**src/rtl/count_sched.sv**
```systemverilog
// count_sched: round-robin scheduler sharing one saturating up-counter among NUM_REQ requesters.
// Optional macro COUNT_SCHED_HOLD_EN adds a HOLD state that keeps the grant until the owner releases req.
module count_sched #(
  parameter int NUM_REQ = 4,
  parameter int CNT_W   = 3,
  parameter int MARK    = 4
) (
  input  logic                       clk,
  input  logic                       clear_n,
  input  logic [NUM_REQ-1:0]         req,
  input  logic [NUM_REQ*CNT_W-1:0]   len,
  output logic [NUM_REQ-1:0]         gnt,
  output logic                       busy,
  output logic [CNT_W-1:0]           cnt,
  output logic                       mark,
  output logic [NUM_REQ-1:0]         done
);

  localparam int IDX_W = $clog2(NUM_REQ);

  localparam logic [1:0] IDLE = 2'd0;
  localparam logic [1:0] RUN  = 2'd1;
  localparam logic [1:0] FIN  = 2'd2;
`ifdef COUNT_SCHED_HOLD_EN
  localparam logic [1:0] HOLD = 2'd3;
`endif

  localparam logic [NUM_REQ-1:0] ONEHOT0 = {{(NUM_REQ-1){1'b0}}, 1'b1};
  localparam logic [CNT_W-1:0]   CNT_ONE = {{(CNT_W-1){1'b0}}, 1'b1};
  localparam logic [CNT_W-1:0]   MARK_V  = CNT_W'(MARK);
  localparam logic [IDX_W-1:0]   LAST_IDX = IDX_W'(NUM_REQ - 1);

  logic [1:0]         state_r;
  logic [NUM_REQ-1:0] gnt_r;
  logic [NUM_REQ-1:0] done_r;
  logic [CNT_W-1:0]   cnt_r;
  logic [CNT_W-1:0]   tgt_r;
  logic [IDX_W-1:0]   owner_r;
  logic [IDX_W-1:0]   rr_ptr_r;

  logic               win_vld_s;
  logic [IDX_W-1:0]   win_idx_s;
  logic               own_req_s;
  logic               cnt_at_tgt_s;
  logic               mark_s;
  logic [CNT_W-1:0]   len_a_s [NUM_REQ];

  for (genvar i = 0; i < NUM_REQ; i++) begin : g_len
    assign len_a_s[i] = len[i*CNT_W +: CNT_W];
  end

  // Round-robin pick: scan farthest to nearest so the requester right after rr_ptr wins.
  always_comb begin
    logic [IDX_W-1:0] idx_v;
    idx_v     = {IDX_W{1'b0}};
    win_vld_s = 1'b0;
    win_idx_s = {IDX_W{1'b0}};
    for (int k = NUM_REQ; k >= 1; k--) begin
      idx_v     = IDX_W'((int'(rr_ptr_r) + k) % NUM_REQ);
      win_idx_s = req[idx_v] ? idx_v : win_idx_s;
      win_vld_s = win_vld_s | req[idx_v];
    end
  end

  assign own_req_s    = |(req & gnt_r);
  assign cnt_at_tgt_s = (cnt_r == tgt_r);
  // One mark per run: in RUN before the terminal count, or in FIN when the terminal count is MARK.
  assign mark_s = (cnt_r == MARK_V) &&
                  (((state_r == RUN) && !cnt_at_tgt_s) || (state_r == FIN));

  assign gnt  = gnt_r;
  assign done = done_r;
  assign cnt  = cnt_r;
  assign busy = (state_r != IDLE);
  assign mark = mark_s;

  // Scheduler FSM, counter, grant/done registers and round-robin pointer.
  always_ff @(posedge clk or negedge clear_n) begin
    if (!clear_n) begin
      state_r  <= IDLE;
      gnt_r    <= {NUM_REQ{1'b0}};
      done_r   <= {NUM_REQ{1'b0}};
      cnt_r    <= {CNT_W{1'b0}};
      tgt_r    <= {CNT_W{1'b0}};
      owner_r  <= {IDX_W{1'b0}};
      rr_ptr_r <= LAST_IDX;
    end else begin
      case (state_r)
        IDLE: begin
          done_r <= {NUM_REQ{1'b0}};
          cnt_r  <= {CNT_W{1'b0}};
          if (win_vld_s) begin
            state_r <= RUN;
            gnt_r   <= ONEHOT0 << win_idx_s;
            tgt_r   <= len_a_s[win_idx_s];
            owner_r <= win_idx_s;
          end
        end
        RUN: begin
          if (!own_req_s) begin
            state_r  <= IDLE;
            gnt_r    <= {NUM_REQ{1'b0}};
            cnt_r    <= {CNT_W{1'b0}};
            rr_ptr_r <= owner_r;
          end else if (cnt_at_tgt_s) begin
`ifdef COUNT_SCHED_HOLD_EN
            state_r  <= HOLD;
`else
            state_r  <= FIN;
            done_r   <= gnt_r;
            rr_ptr_r <= owner_r;
`endif
          end else begin
            cnt_r <= cnt_r + CNT_ONE;
          end
        end
`ifdef COUNT_SCHED_HOLD_EN
        HOLD: begin
          if (!own_req_s) begin
            state_r  <= FIN;
            done_r   <= gnt_r;
            rr_ptr_r <= owner_r;
          end
        end
`endif
        FIN: begin
          state_r <= IDLE;
          done_r  <= {NUM_REQ{1'b0}};
          gnt_r   <= {NUM_REQ{1'b0}};
          cnt_r   <= {CNT_W{1'b0}};
        end
        default: begin
          state_r <= IDLE;
          done_r  <= {NUM_REQ{1'b0}};
          gnt_r   <= {NUM_REQ{1'b0}};
          cnt_r   <= {CNT_W{1'b0}};
        end
      endcase
    end
  end

endmodule

```
**config.mk**
```make
export PLATFORM = sky130hd
export DESIGN_NAME = count_sched
export DESIGN_NICKNAME = d
export VERILOG_FILES = /design/src/rtl/count_sched.sv
export SDC_FILE = /design/constraint.sdc
export NUM_CORES = 1
export LEC_CHECK = 0
export CAP_MARGIN = 40
export CORE_MARGIN = 4
export CORE_UTILIZATION = 43
export CTS_BUF_LIST = sky130_fd_sc_hd__clkbuf_8 sky130_fd_sc_hd__clkbuf_16
export CTS_CLUSTER_SIZE = 14
export DETAILED_ROUTE_END_ITERATION = 16
export DONT_BUFFER_PORTS = 1
export PLACE_DENSITY = 0.63
export SYNTH_ARGS = -nofsm -noshare
export SYNTH_HDL_FRONTEND = slang
export SYNTH_SLANG_ARGS = --single-unit
```
**constraint.sdc**
```tcl
create_clock -name clk -period 1.75 [get_ports clk]
set_input_delay 0.175 -clock clk [delete_from_list [all_inputs] [get_ports clk]]
set_output_delay 0.175 -clock clk [all_outputs]
set_load 0.005 [all_outputs]
```
==> results by group, run 1 <==
Outcome
  – Status: completed

Yosys
  – Seq cells post-synth: 20
  – Mux share of post-synthesis cell area: 3.71%
  – Synth Area per Inst: ~9.6 um2
  – Compound-cell area share of the yosys netlist: around a fifth
  – Synth unique cells: 37
  – Adder-Cell Fraction of Synth Area: between 2 and 2.5%
  – Ys Warns: 0
  – Synth Area in XOR/XNOR: between 3 and 4%
  – Synth Instances: between 100 and 150
  – Combinational family with the most area after synthesis: compound AO/OA/AOI/OAI gates
  – Seq/Total Area, Yosys: 45.2%
  – Post-Syn Area: ~0.0011 mm2
  – Simple-Gate Fraction of Synth Area: 20.2%
  – Syn nets: ~140

Detailed routing
  – DRC viols: 0
  – Number of nets still failing antenna checks after routing: 0
  – DRT iter0 DRCs: 37
  – Drt total wl: 2.65 mm
  – DRT met1 WL: 1.08 mm
  – Wire length per cell: roughly 16 um
  – Met2 WL post-DR: between 1 and 1.5 mm
  – Via count: 912
  – DR WL met3: between 150 and 200 um
  – Drt pass-1 iters: 4
  – Highest metal used: met4
  – Post-DR vias/cell: ~5.7

Timing
  – Fin. Hold Viols: 0
  – Max frequency: 609 MHz
  – Relative max-transition margin: between 60% and 70%
  – Worst Max-Slew Pin Slew: approximately 0.57 ns
  – Max-slew violations: 0
  – Tcrit/Tclk final: 93.8%
  – Layout Skew: approximately 0.0048 ns
  – Final setup fails: 0
  – Crit path time final: 1.64 ns

CTS
  – Clock Latency Late Sink: between 0.2 and 0.3 ns
  – Sink Count: 20
  – CTS Buffer Depth: 2
  – CTS Buf Count: 3
  – Clk slew on worst S/H paths: 0.08 ns
  – CTS tree: done
  – CTS root buf: clkbuf_8
  – H-Tree Level Count: 1

Worst setup path
  – WP data required: about 1.9 ns
  – Reg2Reg Depth: 5
  – CP arrival: 1.77 ns
  – CP Launch Type: register
  – Crit-path max FO: 4
  – CP endpoint kind: register
  – Type of the worst setup path: register to register

Power
  – VDD IR-drop max: between 1 and 1.5 mV
  – Pwr Density: ~1600 mW/mm2
  – LEAKAGE: around 0.58 nW

Floorplan
  – # rows: 18
  – Die Height: roughly 59 um
  – Ports: 31
  – Die area: about 0.0035 mm2
  – Starting Density: between 40% and 50%
  – Core Footprint: roughly 0.0025 mm2
  – Chip width: between 50 and 60 um

Layout
  – Nets: 152
  – Design Area, Final: between 0.001 and 0.0015 mm2
  – Layout cells sized above 1: around 24%
  – # diodes: 0
  – Final Util: approximately 54%
  – Area Growth Syn to Fin: 19.8%

Hold path
  – Hold Crit Class: input pin to async pin

Placement
  – Routability cong.: 0.795
  – Cell Area, Placed: roughly 0.0012 mm2
  – Post-DP HPWL: roughly 2.1 mm
  – Port buffer count: 0

Global routing
  – Total grt overflow: 0
  – Largest net degree at the start of global routing: 21
  – Vias in the first global route: 927
  – First-pass GRT wire length: 4.40 mm
  – Total Routing Usage GR: between 15 and 20%
  – Initial antenna violation count: 0

Run
  – Max-Cap Viols: 0
==> Yosys cell counts (all sizes together) <==
cell    number  area (um2)
o21ai        8        55.1
nand2b       3        18.8
o31ai        1        7.51
mux2         1        11.3
a22oi        2        15.0
and2b        2        17.5
a22o         1        8.76
xnor2        4        35.0
a21o         1        7.51
or2          3        18.8
nand2       14        52.6
nor2        11        41.3
a311oi       1        15.0
and3         3        23.8
xor2         1        8.76
nor2b        2        12.5
a211oi       6        45.0
nand3        5        25.0
nor4         1        6.26
a31oi        3        18.8
clkbuf       1        3.75
dfstp        2        52.6
buf          2        20.0
inv          6        22.5
mux2i        3        30.0
ha           2        25.0
dfrtp       18         450
a21oi        6        30.0
or3b         1        8.76
o311ai       1        16.3
a32o         1        10.0
==> metrics by stage <==
step	setup TNS [ns]	setup WS (ns)	hold WS, ns	instances	power [mW]
2_1_floorplan	0	0.170	-0.121	116	1.37
5_1_grt	-0.0152	-0.0152	0.138	161	2.31
6_report	0	0.109	0.145	161	2.16
4_1_cts	0	0.00442	0.143	158	2.11
3_5_place_dp	0	0.0810	-0.120	153	1.63
3_3_place_gp	0	0.116	-0.120	153	1.60
==> state kept, by name, summed over array words and instances, names as in the netlist <==
register  count
done          4
owner_r       2
state_r       2
gnt           4
tgt_r         3
rr_ptr_r      2
cnt           3
==> layout by cell type (no fill, tap or decap), types with 2 or more instances in the layout <==
cell | synthesis | final
xnor2_1 | 4 | 3
a22oi_1 | 2 | 2
buf_4 | 0 | 12
dfstp_2 | 2 | 2
nor2_1 | 11 | 11
nand2b_1 | 3 | 3
a21oi_1 | 6 | 6
nand2_1 | 14 | 13
dfrtp_1 | 18 | 18
nand3_1 | 5 | 5
o21ai_0 | 6 | 6
a211oi_1 | 6 | 5
inv_1 | 6 | 6
and3_4 | 1 | 2
clkbuf_8 | 0 | 3
nor2b_1 | 2 | 2
a31oi_1 | 3 | 3
or2_2 | 2 | 2
mux2i_1 | 3 | 3
ha_1 | 2 | 2
==> cell families (layout without fill, tap and decap cells) <==
logic type	Yosys count	in the layout
buffers and inverters	9	24
and+or+nand+nor	45	45
muxes	4	4
DFF	20	20
AOI/OAI and AO/OA	31	31
xor gates and xnor gates	5	5
adders and majority gates	2	2
==> power breakdown <==
part           internal [mW]  switching (mW)  total (mW)
clock                  0.306           0.167       0.473
sequential             0.617           0.120       0.737
combinational          0.456           0.499       0.955
total                   1.38           0.786        2.16
==> cell type report <==
| class | count | area, um2 |
|---|---|---|
| Inverter | 6 | 22.5 |
| Clock buffer | 3 | 41.3 |
| Clock inverter | 1 | 30.0 |
| Fill cell | 229 | 1140 |
| Sequential cell | 20 | 503 |
| Multi-Input combinational cell | 87 | 584 |
| Timing Repair Buffer | 14 | 115 |
| Tap cell | 30 | 37.5 |
==> metal layers <==
| layer | GRT usage (%) | up-vias |
|---|---|---|
| met4 | 4.53 | 0 |
| met2 | 29.2 | 29 |
| met5 | 0 | - |
| met1 | 19.6 | 440 |
| met3 | 6.36 | 2 |
| li1 | - | 441 |
==> what timing repair did <==
item,in CTS,in global routing
endpoints found under the hold margin,20,0
setup endpoints to repair,0,4
gates resized for setup,0,5
hold buffers,1,0
buffers inserted,0,2
==> critical path, stage by stage, from the launching register on <==
cell      delay [ns]
dfstp_2         0.55
and2b_4         0.20
o311ai_2        0.26
nand2_2         0.14
a211oi_1        0.27
a211oi_1        0.09
==> path summary, 6_finish.rpt <==
check	startpoint	to	slack, ns
worst max register to register	rr_ptr_r[0]	tgt_r[2]	0.11
min in group clk	len[10]	tgt_r[1]	0.15
worst min register to register	owner_r[1]	owner_r[1]	0.49
max in group asynchronous	clear_n	rr_ptr_r[1]	1.18
worst min-delay path	clear_n	cnt[2]	0.14
worst max-delay path	rr_ptr_r[0]	tgt_r[2]	0.11
No activity file was read; power rests on OpenSTA's default activity.
==> run 2: changes to the inputs <==
--- a/config.mk
+++ b/config.mk
@@ -7,12 +7,12 @@
 export LEC_CHECK = 0
 export CAP_MARGIN = 40
 export CORE_MARGIN = 4
-export CORE_UTILIZATION = 43
+export CORE_UTILIZATION = 50
 export CTS_BUF_LIST = sky130_fd_sc_hd__clkbuf_8 sky130_fd_sc_hd__clkbuf_16
 export CTS_CLUSTER_SIZE = 14
 export DETAILED_ROUTE_END_ITERATION = 16
 export DONT_BUFFER_PORTS = 1
-export PLACE_DENSITY = 0.63
+export PLACE_DENSITY = 0.7
 export SYNTH_ARGS = -nofsm -noshare
 export SYNTH_HDL_FRONTEND = slang
 export SYNTH_SLANG_ARGS = --single-unit
==> run 2 against run 1 <==
Design area down 0.75%. Combinational power down 2%. Non-clock buffer count down 5. Wire length about the same. First-iteration DRC count down 49%. Global-route usage up 2.7 points. Sequential power up 3.7%. Sequential share of layout area up 0.38 points. Critical path depth unchanged.
==> results by group, run 2 (synthesis gave the netlist of run 1 again) <==
Power
  – Combinational share of power: 43.4% (was 44.1%)
  – VDD IR-drop max: 0.872 mV (was 1.17 mV)
  – P_sw: 0.794 mW (was 0.786 mW)
  – Internal Power: 1.37 mW (was 1.38 mW)
  – Clock network power share: 21.2% (was 21.8%)
  – LEAKAGE: 0.566 nW (was 0.577 nW)
  – Switching Fraction: 36.8% (was 36.3%)
  – Sequential power share: 35.4% (was 34.0%)
  – Pwr Density: 1630 mW/mm2 (was 1620 mW/mm2)

Detailed routing
  – DRT iter0 DRCs: 19 (was 37)
  – Via count: 932 (was 912)
  – Post-DR vias/cell: 6.05 (was 5.66)
  – Drt pass-1 iters: 4 (unchanged)
  – DRC viols: 0 (unchanged)
  – Wire length per cell: 17.2 um (was 16.5 um)
  – Number of nets still failing antenna checks after routing: 0 (unchanged)
  – Drt total wl: 2.65 mm (about the same)

CTS
  – Setup bufs post-CTS: 0 (unchanged)
  – CTS Buffer Depth: 2 (unchanged)
  – CTS tree: done (unchanged)
  – Sink Count: 20 (unchanged)
  – CTS root buf: clkbuf_8 (unchanged)
  – Clk slew on worst S/H paths: 0.08 ns (about the same)
  – H-Tree Level Count: 1 (unchanged)
  – Clock Latency Late Sink: 0.26 ns (about the same)
  – CTS Buf Count: 3 (unchanged)

Worst setup path
  – Crit-path max FO: 6 (was 4)
  – WP data required: 1.87 ns (was 1.88 ns)
  – CP delay by family, top: flip-flops (was compound AO/OA/AOI/OAI gates)
  – Reg2Reg Depth: 5 (unchanged)
  – Worst path slowest cell: dfstp_2 (unchanged)
  – CP Depth: 5 (unchanged)
  – CP Launch Type: register (unchanged)
  – Number of buffers and inverters on the critical path: 0 (unchanged)
  – CP cell instances: and2b_1 > o21ai_4 > and3_4 > mux2i_1 > a211oi_1 (was and2b_4 > o311ai_2 > nand2_2 > a211oi_1 > a211oi_1)
  – Slowest Stage Delay on Critical Path: 0.55 ns (about the same)
  – CP arrival: 1.80 ns (was 1.77 ns)
  – CP endpoint kind: register (unchanged)
  – Type of the worst setup path: register to register (unchanged)

Floorplan
  – Die area: 0.00305 mm2 (was 0.00347 mm2)
  – Ports: 31 (unchanged)
  – # rows: 16 (was 18)
  – Chip width: 55.2 um (was 58.9 um)
  – Core Footprint: 0.00204 mm2 (was 0.00248 mm2)
  – Die Height: 55.2 um (was 58.9 um)
  – Starting Density: 54.5% (was 44.9%)

Timing
  – Final setup fails: 0 (unchanged)
  – Relative max-transition margin: 64.3% (was 61.7%)
  – Fin. Hold Viols: 0 (unchanged)
  – Layout Skew: 0.00412 ns (was 0.00482 ns)
  – Max frequency: 597 MHz (was 609 MHz)
  – Post-route setup TNS: 0 ns (unchanged)
  – Hold WS: 0.142 ns (was 0.145 ns)
  – Max-slew violations: 0 (unchanged)
  – Crit path time final: 1.67 ns (was 1.64 ns)
  – Worst Max-Slew Pin Slew: 0.530 ns (was 0.570 ns)
  – Tcrit/Tclk final: 95.6% (was 93.8%)

Hold path
  – Hold Crit Class: input pin to register (was input pin to async pin)
  – Hold Path Stages: 2

Global routing
  – First-pass GRT wire length: 4.22 mm (was 4.40 mm)
  – Initial antenna violation count: 0 (unchanged)
  – Total Routing Usage GR: 19.6% (was 16.9%)
  – Total grt overflow: 0 (unchanged)
  – Largest net degree at the start of global routing: 21 (unchanged)
  – Vias in the first global route: 962 (was 927)

Layout
  – Fillcell total: 165 (was 229)
  – Layout cells sized above 1: 24.4% (about the same)
  – Commonest non-fill, non-tap cell in the layout: dfrtp_1 (unchanged)
  – Nets: 148 (was 152)
  – Register area: 504 um2 (was 503 um2)
  – # diodes: 0 (unchanged)
  – Post-Layout Cell Count: 154 (was 161)
  – Area Growth Syn to Fin: 18.9% (was 19.8%)
  – Footprint of the multi-input gates: 614 um2 (was 584 um2)
  – Commonest cells after routing, fill and taps aside: dfrtp_1 (17), nand2_1 (13), nor2_1 (11) (was dfrtp_1 (18), nand2_1 (13), buf_4 (12))

Placement
  – Port buffer count: 0 (unchanged)
  – Placed instance count: 147 (was 153)
  – Post-DP HPWL: 2.02 mm (was 2.09 mm)
  – Routability cong.: 0.799 (was 0.795)

Run
  – Max-Cap Viols: 0 (unchanged)

Outcome
  – Status: completed (unchanged)
-- run 2: layout make-up --
cell class | count | share of cell area [%]
Tap cell | 27 | 2.55
Sequential cell | 20 | 38.1
Inverter | 6 | 1.70
Clock buffer | 3 | 3.12
Multi-Input combinational cell | 88 | 46.4
Clock inverter | 1 | 2.27
Timing Repair Buffer | 9 | 5.86
-- run 2: metrics by stage --
| stage | cell area (um2) | worst slack (ns) | util [%] | power [mW] |
|---|---|---|---|---|
| 5_1_grt | 1320 | -0.00804 | 64.8 | 2.33 |
| 2_1_floorplan | 1110 | 0.170 | - | 1.37 |
| 4_1_cts | 1260 | 0.0324 | 61.6 | 2.07 |
| 3_3_place_gp | 1180 | 0.166 | 57.6 | 1.56 |
| 3_5_place_dp | 1180 | 0.0776 | 57.6 | 1.60 |
| 6_report | 1320 | 0.0761 | 64.8 | 2.16 |
-- run 2: repair_timing --
item                       in CTS  in global routing
pin swaps                       0                  1
hold buffers                    1                  0
gates resized for setup         1                  8
setup endpoints to repair       1                  3
hold endpoints to repair       20                  0
cloned                          0                  1
-- run 2: layer usage --
layer  GRT usage, %  vias up  part of all wire [%]
li1               -      436                     -
met1           23.0      458                    41
met2           33.1       32                    49
met3           4.29        6                   7.0
met4           10.5        0                   2.5
met5              0        -                     0
-- run 2: worst register-to-register path, cell delays in order, from the launching register on --
cell and delay, ns:
dfstp_2 0.55, and2b_1 0.22, o21ai_4 0.21, and3_4 0.27, mux2i_1 0.20, a211oi_1 0.09
-- run 2: final timing paths --
check | start | endpoint | slack [ns]
worst min register to register | owner_r[1] | owner_r[1] | 0.48
max in group asynchronous | clear_n | rr_ptr_r[0] | 1.09
min in group asynchronous | clear_n | cnt[1] | 0.20
worst max register to register | rr_ptr_r[0] | tgt_r[2] | 0.08
worst min-delay path | len[10] | tgt_r[1] | 0.14
worst max-delay path | rr_ptr_r[0] | tgt_r[2] | 0.08
-- run 2: power by group through the flow --
| stage | clock network, mW | logic [mW] | registers (mW) |
|---|---|---|---|
| after global placement | 0 | 0.813 | 0.749 |
| after CTS | 0.468 | 0.859 | 0.748 |
| final | 0.458 | 0.937 | 0.764 |
| after global routing | 0.491 | 1.05 | 0.784 |
| after floorplan | 0 | 0.651 | 0.720 |
| after detailed placement | 0 | 0.843 | 0.757 |
